### config.mk
export PLATFORM = sky130hd
export DESIGN_NAME = ahb_arbiter
export DESIGN_NICKNAME = d
export VERILOG_FILES = /design/src/rtl/ahb_arb_pkg.sv /design/src/rtl/ahb_arb_rr_pick.sv /design/src/rtl/ahb_arbiter.sv
export SDC_FILE = /design/constraint.sdc
export NUM_CORES = 1
export LEC_CHECK = 0
export CORE_AREA = 2 2 82 84
export CTS_BUF_LIST = sky130_fd_sc_hd__clkbuf_16
export DETAILED_ROUTE_END_ITERATION = 8
export DIE_AREA = 0 0 84 86
export PLACE_DENSITY = 0.79
export SLEW_MARGIN = 20
export SYNTH_ARGS = -nofsm -noshare
export SYNTH_HDL_FRONTEND = slang
export SYNTH_SLANG_ARGS = --single-unit
### constraint.sdc
create_clock -name hclk -period 2.5 [get_ports hclk]
set_input_delay 0.25 -clock hclk [delete_from_list [all_inputs] [get_ports hclk]]
set_output_delay 0.25 -clock hclk [all_outputs]
set_load 0.03 [all_outputs]
### src/rtl/ahb_arb_pkg.sv
// ============================================================================
// Module      : ahb_arb_pkg
// Description : Shared types and constants for the two-master AHB arbiter.
// Revision    : 1.0 - initial release
// ============================================================================
`default_nettype none

package ahb_arb_pkg;

    localparam int NUM_MASTERS = 2;

    typedef logic mst_idx_t;

    typedef enum logic [1:0] {
        HTRANS_IDLE   = 2'b00,
        HTRANS_BUSY   = 2'b01,
        HTRANS_NONSEQ = 2'b10,
        HTRANS_SEQ    = 2'b11
    } htrans_e;

    typedef enum logic [0:0] {
        ST_PARK = 1'b0,
        ST_OWN  = 1'b1
    } arb_state_e;

    function automatic logic [NUM_MASTERS-1:0] onehot(input mst_idx_t idx);
        logic [NUM_MASTERS-1:0] r;
        r      = '0;
        r[idx] = 1'b1;
        return r;
    endfunction

endpackage

`default_nettype wire

### src/rtl/ahb_arb_rr_pick.sv
// ============================================================================
// Module      : ahb_arb_rr_pick
// Description : Combinational round-robin winner for two requesters.
// Revision    : 1.0 - initial release
// ============================================================================
`default_nettype none

module ahb_arb_rr_pick
    import ahb_arb_pkg::*;
(
    input  logic [NUM_MASTERS-1:0] req_i,
    input  mst_idx_t               last_i,
    output mst_idx_t               winner_o,
    output logic                   contended_o
);

    always_comb begin
        contended_o = &req_i;
        winner_o    = last_i;
        if (contended_o) begin
            winner_o = ~last_i;
        end else if (req_i[1]) begin
            winner_o = 1'b1;
        end else if (req_i[0]) begin
            winner_o = 1'b0;
        end
    end

endmodule

`default_nettype wire

### src/rtl/ahb_arbiter.sv
// ============================================================================
// Module      : ahb_arbiter
// Description : Two-master round-robin AHB arbiter with bus parking and
//               address/data-phase muxing. Optional tenure limit enabled by
//               defining ARB_TENURE_LIMIT_EN.
// Revision    : 1.0 - initial release
// ============================================================================
`default_nettype none

module ahb_arbiter
    import ahb_arb_pkg::*;
#(
    parameter int ADDR_W         = 32,
    parameter int DATA_W         = 32,
    parameter int MAX_TENURE     = 16,
    parameter int DEFAULT_MASTER = 0
) (
    input  logic              hclk,
    input  logic              hreset,
    input  logic [1:0]        hbusreq,
    input  logic [ADDR_W-1:0] m0_haddr,
    input  logic [ADDR_W-1:0] m1_haddr,
    input  logic [1:0]        m0_htrans,
    input  logic [1:0]        m1_htrans,
    input  logic              m0_hwrite,
    input  logic              m1_hwrite,
    input  logic [DATA_W-1:0] m0_hwdata,
    input  logic [DATA_W-1:0] m1_hwdata,
    input  logic              hready_in,
    output logic [1:0]        hgrant,
    output logic              hmaster,
    output logic              hmaster_d,
    output logic [ADDR_W-1:0] haddr,
    output logic [1:0]        htrans,
    output logic              hwrite,
    output logic [DATA_W-1:0] hwdata
);

    localparam mst_idx_t c_DEF_MST = DEFAULT_MASTER[0];

    arb_state_e state_q, state_d;
    mst_idx_t   grant_idx_q, grant_idx_d;
    mst_idx_t   rr_last_q, rr_last_d;
    mst_idx_t   hmaster_q;
    mst_idx_t   dphase_q;

    logic       w_owner_req;
    logic       w_other_req;
    logic [1:0] w_owner_trans;
    logic       w_expire;
    logic       w_arb;
    mst_idx_t   w_rr_in;
    mst_idx_t   w_winner;
    logic       w_contended;

    assign w_owner_req   = hbusreq[grant_idx_q];
    assign w_other_req   = hbusreq[~grant_idx_q];
    assign w_owner_trans = grant_idx_q ? m1_htrans : m0_htrans;

`ifdef ARB_TENURE_LIMIT_EN
    localparam int c_TW = $clog2(MAX_TENURE + 1);

    logic [c_TW-1:0] tenure_q, tenure_d;

    assign w_expire = (tenure_q == c_TW'(MAX_TENURE));

    always_comb begin
        tenure_d = tenure_q + 1'b1;
        if (state_q != ST_OWN || !w_other_req || grant_idx_d != grant_idx_q) begin
            tenure_d = '0;
        end
    end

    always_ff @(posedge hclk) begin
        if (hreset) begin
            tenure_q <= '0;
        end else if (hready_in) begin
            tenure_q <= tenure_d;
        end
    end
`else
    localparam int c_UNUSED_TENURE = MAX_TENURE;

    assign w_expire = 1'b0;
`endif

    assign w_arb = (state_q == ST_PARK) || !w_owner_req ||
                   (w_owner_trans == HTRANS_IDLE) || w_expire;

    // On tenure expiry the owner is treated as the last winner so the
    // contending master is guaranteed to take over.
    assign w_rr_in = w_expire ? grant_idx_q : rr_last_q;

    ahb_arb_rr_pick u_rr_pick (
        .req_i       (hbusreq),
        .last_i      (w_rr_in),
        .winner_o    (w_winner),
        .contended_o (w_contended)
    );

    always_comb begin
        state_d     = state_q;
        grant_idx_d = grant_idx_q;
        rr_last_d   = rr_last_q;
        if (w_arb) begin
            if (hbusreq == '0) begin
                state_d     = ST_PARK;
                grant_idx_d = c_DEF_MST;
            end else begin
                state_d     = ST_OWN;
                grant_idx_d = w_winner;
                if (w_contended) begin
                    rr_last_d = w_winner;
                end
            end
        end
    end

    always_ff @(posedge hclk) begin
        if (hreset) begin
            state_q     <= ST_PARK;
            grant_idx_q <= c_DEF_MST;
            rr_last_q   <= c_DEF_MST;
            hmaster_q   <= c_DEF_MST;
            dphase_q    <= c_DEF_MST;
        end else if (hready_in) begin
            state_q     <= state_d;
            grant_idx_q <= grant_idx_d;
            rr_last_q   <= rr_last_d;
            hmaster_q   <= grant_idx_q;
            dphase_q    <= hmaster_q;
        end
    end

    assign hgrant    = onehot(grant_idx_q);
    assign hmaster   = hmaster_q;
    assign hmaster_d = dphase_q;

    assign haddr  = hmaster_q ? m1_haddr  : m0_haddr;
    assign htrans = hmaster_q ? m1_htrans : m0_htrans;
    assign hwrite = hmaster_q ? m1_hwrite : m0_hwrite;
    assign hwdata = dphase_q  ? m1_hwdata : m0_hwdata;

endmodule

`default_nettype wire
After elaboration in Yosys (flattened, before gate mapping)
Index checks and enable logic that the tools add are counted.

Order comparisons: 2. Reductions and logical operators: 9. Bitwise gates (word level): 3. Muxes and demuxes: 14.

Operator list (number): $mux W32 (2); $mux W1 (9); $reduce_and A5 Y1 (1); $logic_not A2 Y1 (2); $mux W2 (2); $reduce_and A2 Y1 (2); $not A1 Y1 (3); $logic_or A1 B1 Y1 (2); $lt A1 B2 Y1 const B (1); $demux W1 S1 (1); $ge A1 B1 Y1 const B (1); $logic_and A1 B1 Y1 (1); $logic_not A1 Y1 (1).

Register bits: 5. Bits of input ports: 139. Logic and storage cells: 33. Output and inout bits: 71.

Longest topological paths before layout
Word-level depth: 6. Depth in mapped cells: 4. Gate-level depth less buffers: 4.

Cells and area by module
From an unflattened synthesis, not the netlist that was laid out.

Cells, all modules: 103. Area, all modules: 1099.8 um2.

Modules (own cells, without submodules): ahb_arbiter (cells an instance 100, sequential area each 100.1 um2, times used 1, area each 1084.8 um2); ahb_arb_rr_pick (cells an instance 3, sequential area each 0.0 um2, times used 1, area each 15.0 um2).

Worst setup path before layout
OpenSTA, ideal clock, no wires.

Path type: reg-to-output. Start: reg hmaster_q (netlist: hmaster). End: out haddr[24]. Arrival time: 1428 ps. Cell stages (with the launch flop): 4. Path slack: 822 ps. Cells stage by stage: dfxtp_1 buf_2 buf_2 mux2_1.

Word-level cells in the longest chain between the ends: 1.

Ends and longest elaborated chain: start: declaration (RTL line ahb_arbiter.sv:44) `mst_idx_t hmaster_q;`; start signal: assignment (RTL line ahb_arbiter.sv:124) `hmaster_q <= c_DEF_MST;`; start signal: assignment (RTL line ahb_arbiter.sv:130) `hmaster_q <= grant_idx_q;`; $mux W32 (RTL line ahb_arbiter.sv:139) `assign haddr = hmaster_q ? m1_haddr : m0_haddr;`; end: declaration (RTL line ahb_arbiter.sv:33) `output logic [ADDR_W-1:0] haddr,`.

Every way passes these cells.

Worst setup path after layout
Start: reg dphase_q (netlist: hmaster_d). End: out hwdata[14].

Word-level cells in the longest chain between the ends: 1.

Ends and longest elaborated chain: start: declaration (RTL line ahb_arbiter.sv:45) `mst_idx_t dphase_q;`; start signal: assignment (RTL line ahb_arbiter.sv:125) `dphase_q <= c_DEF_MST;`; start signal: assignment (RTL line ahb_arbiter.sv:131) `dphase_q <= hmaster_q;`; $mux W32 (RTL line ahb_arbiter.sv:142) `assign hwdata = dphase_q ? m1_hwdata : m0_hwdata;`; end: declaration (RTL line ahb_arbiter.sv:36) `output logic [DATA_W-1:0] hwdata`.

Every way passes these cells.

==> results list <==
- Number of buffers inserted by port buffering: 209
- In the synthesized netlist the dominant register cell turns out to be sky130_fd_sc_hd__dfxtp_1.
* Hold Path Stages: 1
- Counting along the longest clock path gives a buffer depth of 2.
- The detail route stage leaves a number of antenna-violating nets equal to 0.
- Detailed-route wire length per cell: 15.1 um
* Initial antenna violation count: 0
- Type of element capturing the critical path: output port
- After the first detailed-routing iteration, the DRC count stood at 12.
* Setup Crit Path Kind: reg -> out
- Basic-gate share of the synthesized area counting and, or, nand and nor cells: 5.24%
- Cell with the most instances after synthesis: sky130_fd_sc_hd__mux2_2
- Class of the tightest hold or removal check: reg -> reg
- The via count of the first global-routing pass is 1813.
- Once placement finished, the instance area stood at 0.00323 sq mm.
* Count of clock tree sinks: 5
* Final setup violation count: 0
* Highest clock rate: 467 MHz
- Worst max-slew margin expressed relative to the limit: 72.2%
- RSZ-0062 raised after global routing: false
- Area of the die: 0.00722 sq mm
- Post-synthesis cell type count: 20
- IO Count: 210
* WP buf/inv: 2
- Dividing the detail-routed via count by the number of cells gives 4.15.
- Of the cells placed in the final design, the portion with a size suffix greater than 1 is 19.3%.
- Share of the synthesized area in compound gates (AO/OA/AOI/OAI): 7.57%
- The number of antenna diodes in the final layout is 0.
- For the worst setup path, the data arrival time is 1.89 ns.
* Count of flip-flops with a built-in enable after synthesis: 0
* Total Nets Final: 451
- Hold buffer count at CTS: 0
- Measured along the y axis, the die boundary spans 86 um.
- The number of endpoints with negative hold slack in the final report came to 0.
- The number of nets handed over by synthesis was 245.
- TritonCTS built the clock tree.
- Power density relative to cell area: 293 mW/mm^2
- In this run the number of H-tree levels came out at 1.
- At the pin with the least slew margin, the transition time is 0.416 ns.
* Leakage Power: 0.00122 uW
- The first detailed-routing pass ran for 4 iterations.
* Commonest cells in the netlist: sky130_fd_sc_hd__mux2_2, sky130_fd_sc_hd__mux2_1, sky130_fd_sc_hd__buf_2
* Reg2Reg Depth: 4
- In this run the post-CTS setup repair buffer count came out at 0.
- Sorting the synthesized cells by area gives the leading types as sky130_fd_sc_hd__mux2_2, sky130_fd_sc_hd__mux2_1, sky130_fd_sc_hd__dfxtp_1.
* Avg Cell Area, Syn: 10.1 sq um
- Cell count after synthesis: 106
* Critical-path cell with the highest stage delay: sky130_fd_sc_hd__clkdlybuf4s50_1
* CP top delay family: buffers and inverters
- Total core area: 0.00628 sq mm
- Initial standard-cell utilization of the core: 17.1%
- RR Startpoint: grant_idx_q
* Final number of max-transition violations: 0
- Largest family of logic cells by synthesized area: multiplexers
* Clock transition time at the flip-flop clock pins of the worst setup and hold paths: 0.03 ns
- Of all nets on the critical path, the largest fanout is 34.
- The later pin in the worst-skew pair is clocked with a latency of 0.23 ns.
- Synth Area in Adders: 0%
- Critical register-to-register path endpoint: rr_last_q
- Summing every instance area after synthesis gives 0.00107 sq mm.
* Cells resized by post-CTS repair: 0
- Routability-driven placement finished with a final weighted congestion of 0.761.
- Number of vias after detailed routing: 1611
- The portion of synthesized area spent on multiplexers is 72.1%.
- Critical path data required time: 2.25 ns
- The worst hold path begins at rr_last_q.
* Share of synthesized area occupied by flip-flops and latches: 9.31%
- Total GRT Usage: 14.8%
- Wire length after detailed routing: 5870 um
- Clock root buffer master: sky130_fd_sc_hd__clkbuf_16
- Area share of the largest cell type after synthesis: 49.2%
* Num rows: 29
- The worst register-to-register path has a setup slack of 1.21 ns.
- Detailed placement finished with a half-perimeter wire length of 5150 um.
* DRC violations left: 0
- Entering global routing, the biggest net connects 39 pins.
- For this run, the number of Yosys warnings is 0.
- Cell chain of the critical path: buf_4, mux2_2, clkdlybuf4s50_1
- The worst setup path is launched from a register.
* Final cell area excluding filler cells: 0.00331 sq mm
* Async set or reset register ratio after synthesis: 0%
- The flow ran to the end, and the final reports show no timing, DRC or antenna violations.
- Number of CTS-inserted buffers: 3
- In this run the horizontal extent of the chip is 84 um.
- The area growth from synthesis to layout is 208%.
- Max-cap violations in this run came to 0.
* Parity-gate share of the synthesized area counting xor and xnor cells: 0%
- In the final timing run, aggregate negative setup slack is 0 ns.
* Total overflow reported by the global router: 0
* End point of the most critical hold path: rr_last_q
- Flip-flop and latch count after synthesis: 5
- After layout, the minimum clock period comes to 2.14 ns.
- VDD sags by at most 0.000428 V.
* Final period utilization: 85.7%
* Worst Skew: 0.000712 ns
- First-pass GRT wire length: 8760 um
- Worst path max stage delay: 0.59 ns
- Of all cell types, the one taking the most synthesized area is sky130_fd_sc_hd__mux2_2.
## metrics by stage
step	total power (uW)	cells	util, %	hold WS [ns]	worst slack [ns]
final	970	388	52.7	0.566	0.356
after global placement	705	384	51.5	0.532	0.578
after floorplan	346	106	-	0.322	0.822
after detailed placement	712	384	51.5	0.552	0.578
after global routing	1010	388	52.7	0.588	0.273
after CTS	980	388	52.7	0.558	0.339
## worst max-delay path by stage
| stage | from | endpoint | slack, ns | cells past startpoint |
|---|---|---|---|---|
| 2_1_floorplan | hmaster | haddr[24] | 0.82 | 3 |
| 3_3_place_gp | hmaster_d | hwdata[14] | 0.58 | 3 |
| 3_5_place_dp | hmaster_d | hwdata[14] | 0.58 | 3 |
| 4_1_cts | hmaster_d | hwdata[14] | 0.34 | 3 |
| 5_1_grt | hmaster_d | hwdata[14] | 0.27 | 3 |
| 6_report | hmaster_d | hwdata[14] | 0.36 | 3 |
## where the power goes
group,switching [uW],total (uW),internal (uW)
sequential,5.80,90.4,84.6
combinational,253,620,367
clock,52.9,260,207
total,311,970,659
## state kept, by name, summed over array words and instances (netlist names)
register,cells
grant_idx_q,1
state_q,1
hmaster_d,1
rr_last_q,1
hmaster,1
## layout by cell type (no fill, tap or decap), types with 3 or more instances in the layout
cell                                n
sky130_fd_sc_hd__dfxtp_1            5
sky130_fd_sc_hd__mux2_1            20
sky130_fd_sc_hd__buf_4              4
sky130_fd_sc_hd__nand2_1            3
sky130_fd_sc_hd__clkbuf_16          3
sky130_fd_sc_hd__mux2_2            47
sky130_fd_sc_hd__nor2_1             5
sky130_fd_sc_hd__clkdlybuf4s50_1  206
sky130_fd_sc_hd__inv_1              3
## cell type report
class / instances / area, sq um
clock buffer: 3 / 75.1
clock inverter: 1 / 3.75
fill: 577 / 2970
inverter: 3 / 11.3
multi-input combinational: 88 / 912
sequential: 5 / 100
tap: 77 / 96.3
timing repair buffer: 211 / 2110
## cell families (layout without fill, tap and decap cells)
| family | after synthesis | in the layout |
|---|---|---|
| mux | 69 | 69 |
| buf+inv | 13 | 218 |
| simple gates | 12 | 12 |
| compound gates | 7 | 7 |
| flops | 5 | 5 |
## routing by layer
layer	wire length [um]	up-vias	GRT usage [%]
met2	3440	61	30.2
met1	2100	739	15.8
met4	42	0	2.35
li1	-	807	-
met5	0	-	0
met3	288	4	2.79
Power figures use the tool's default switching activity.
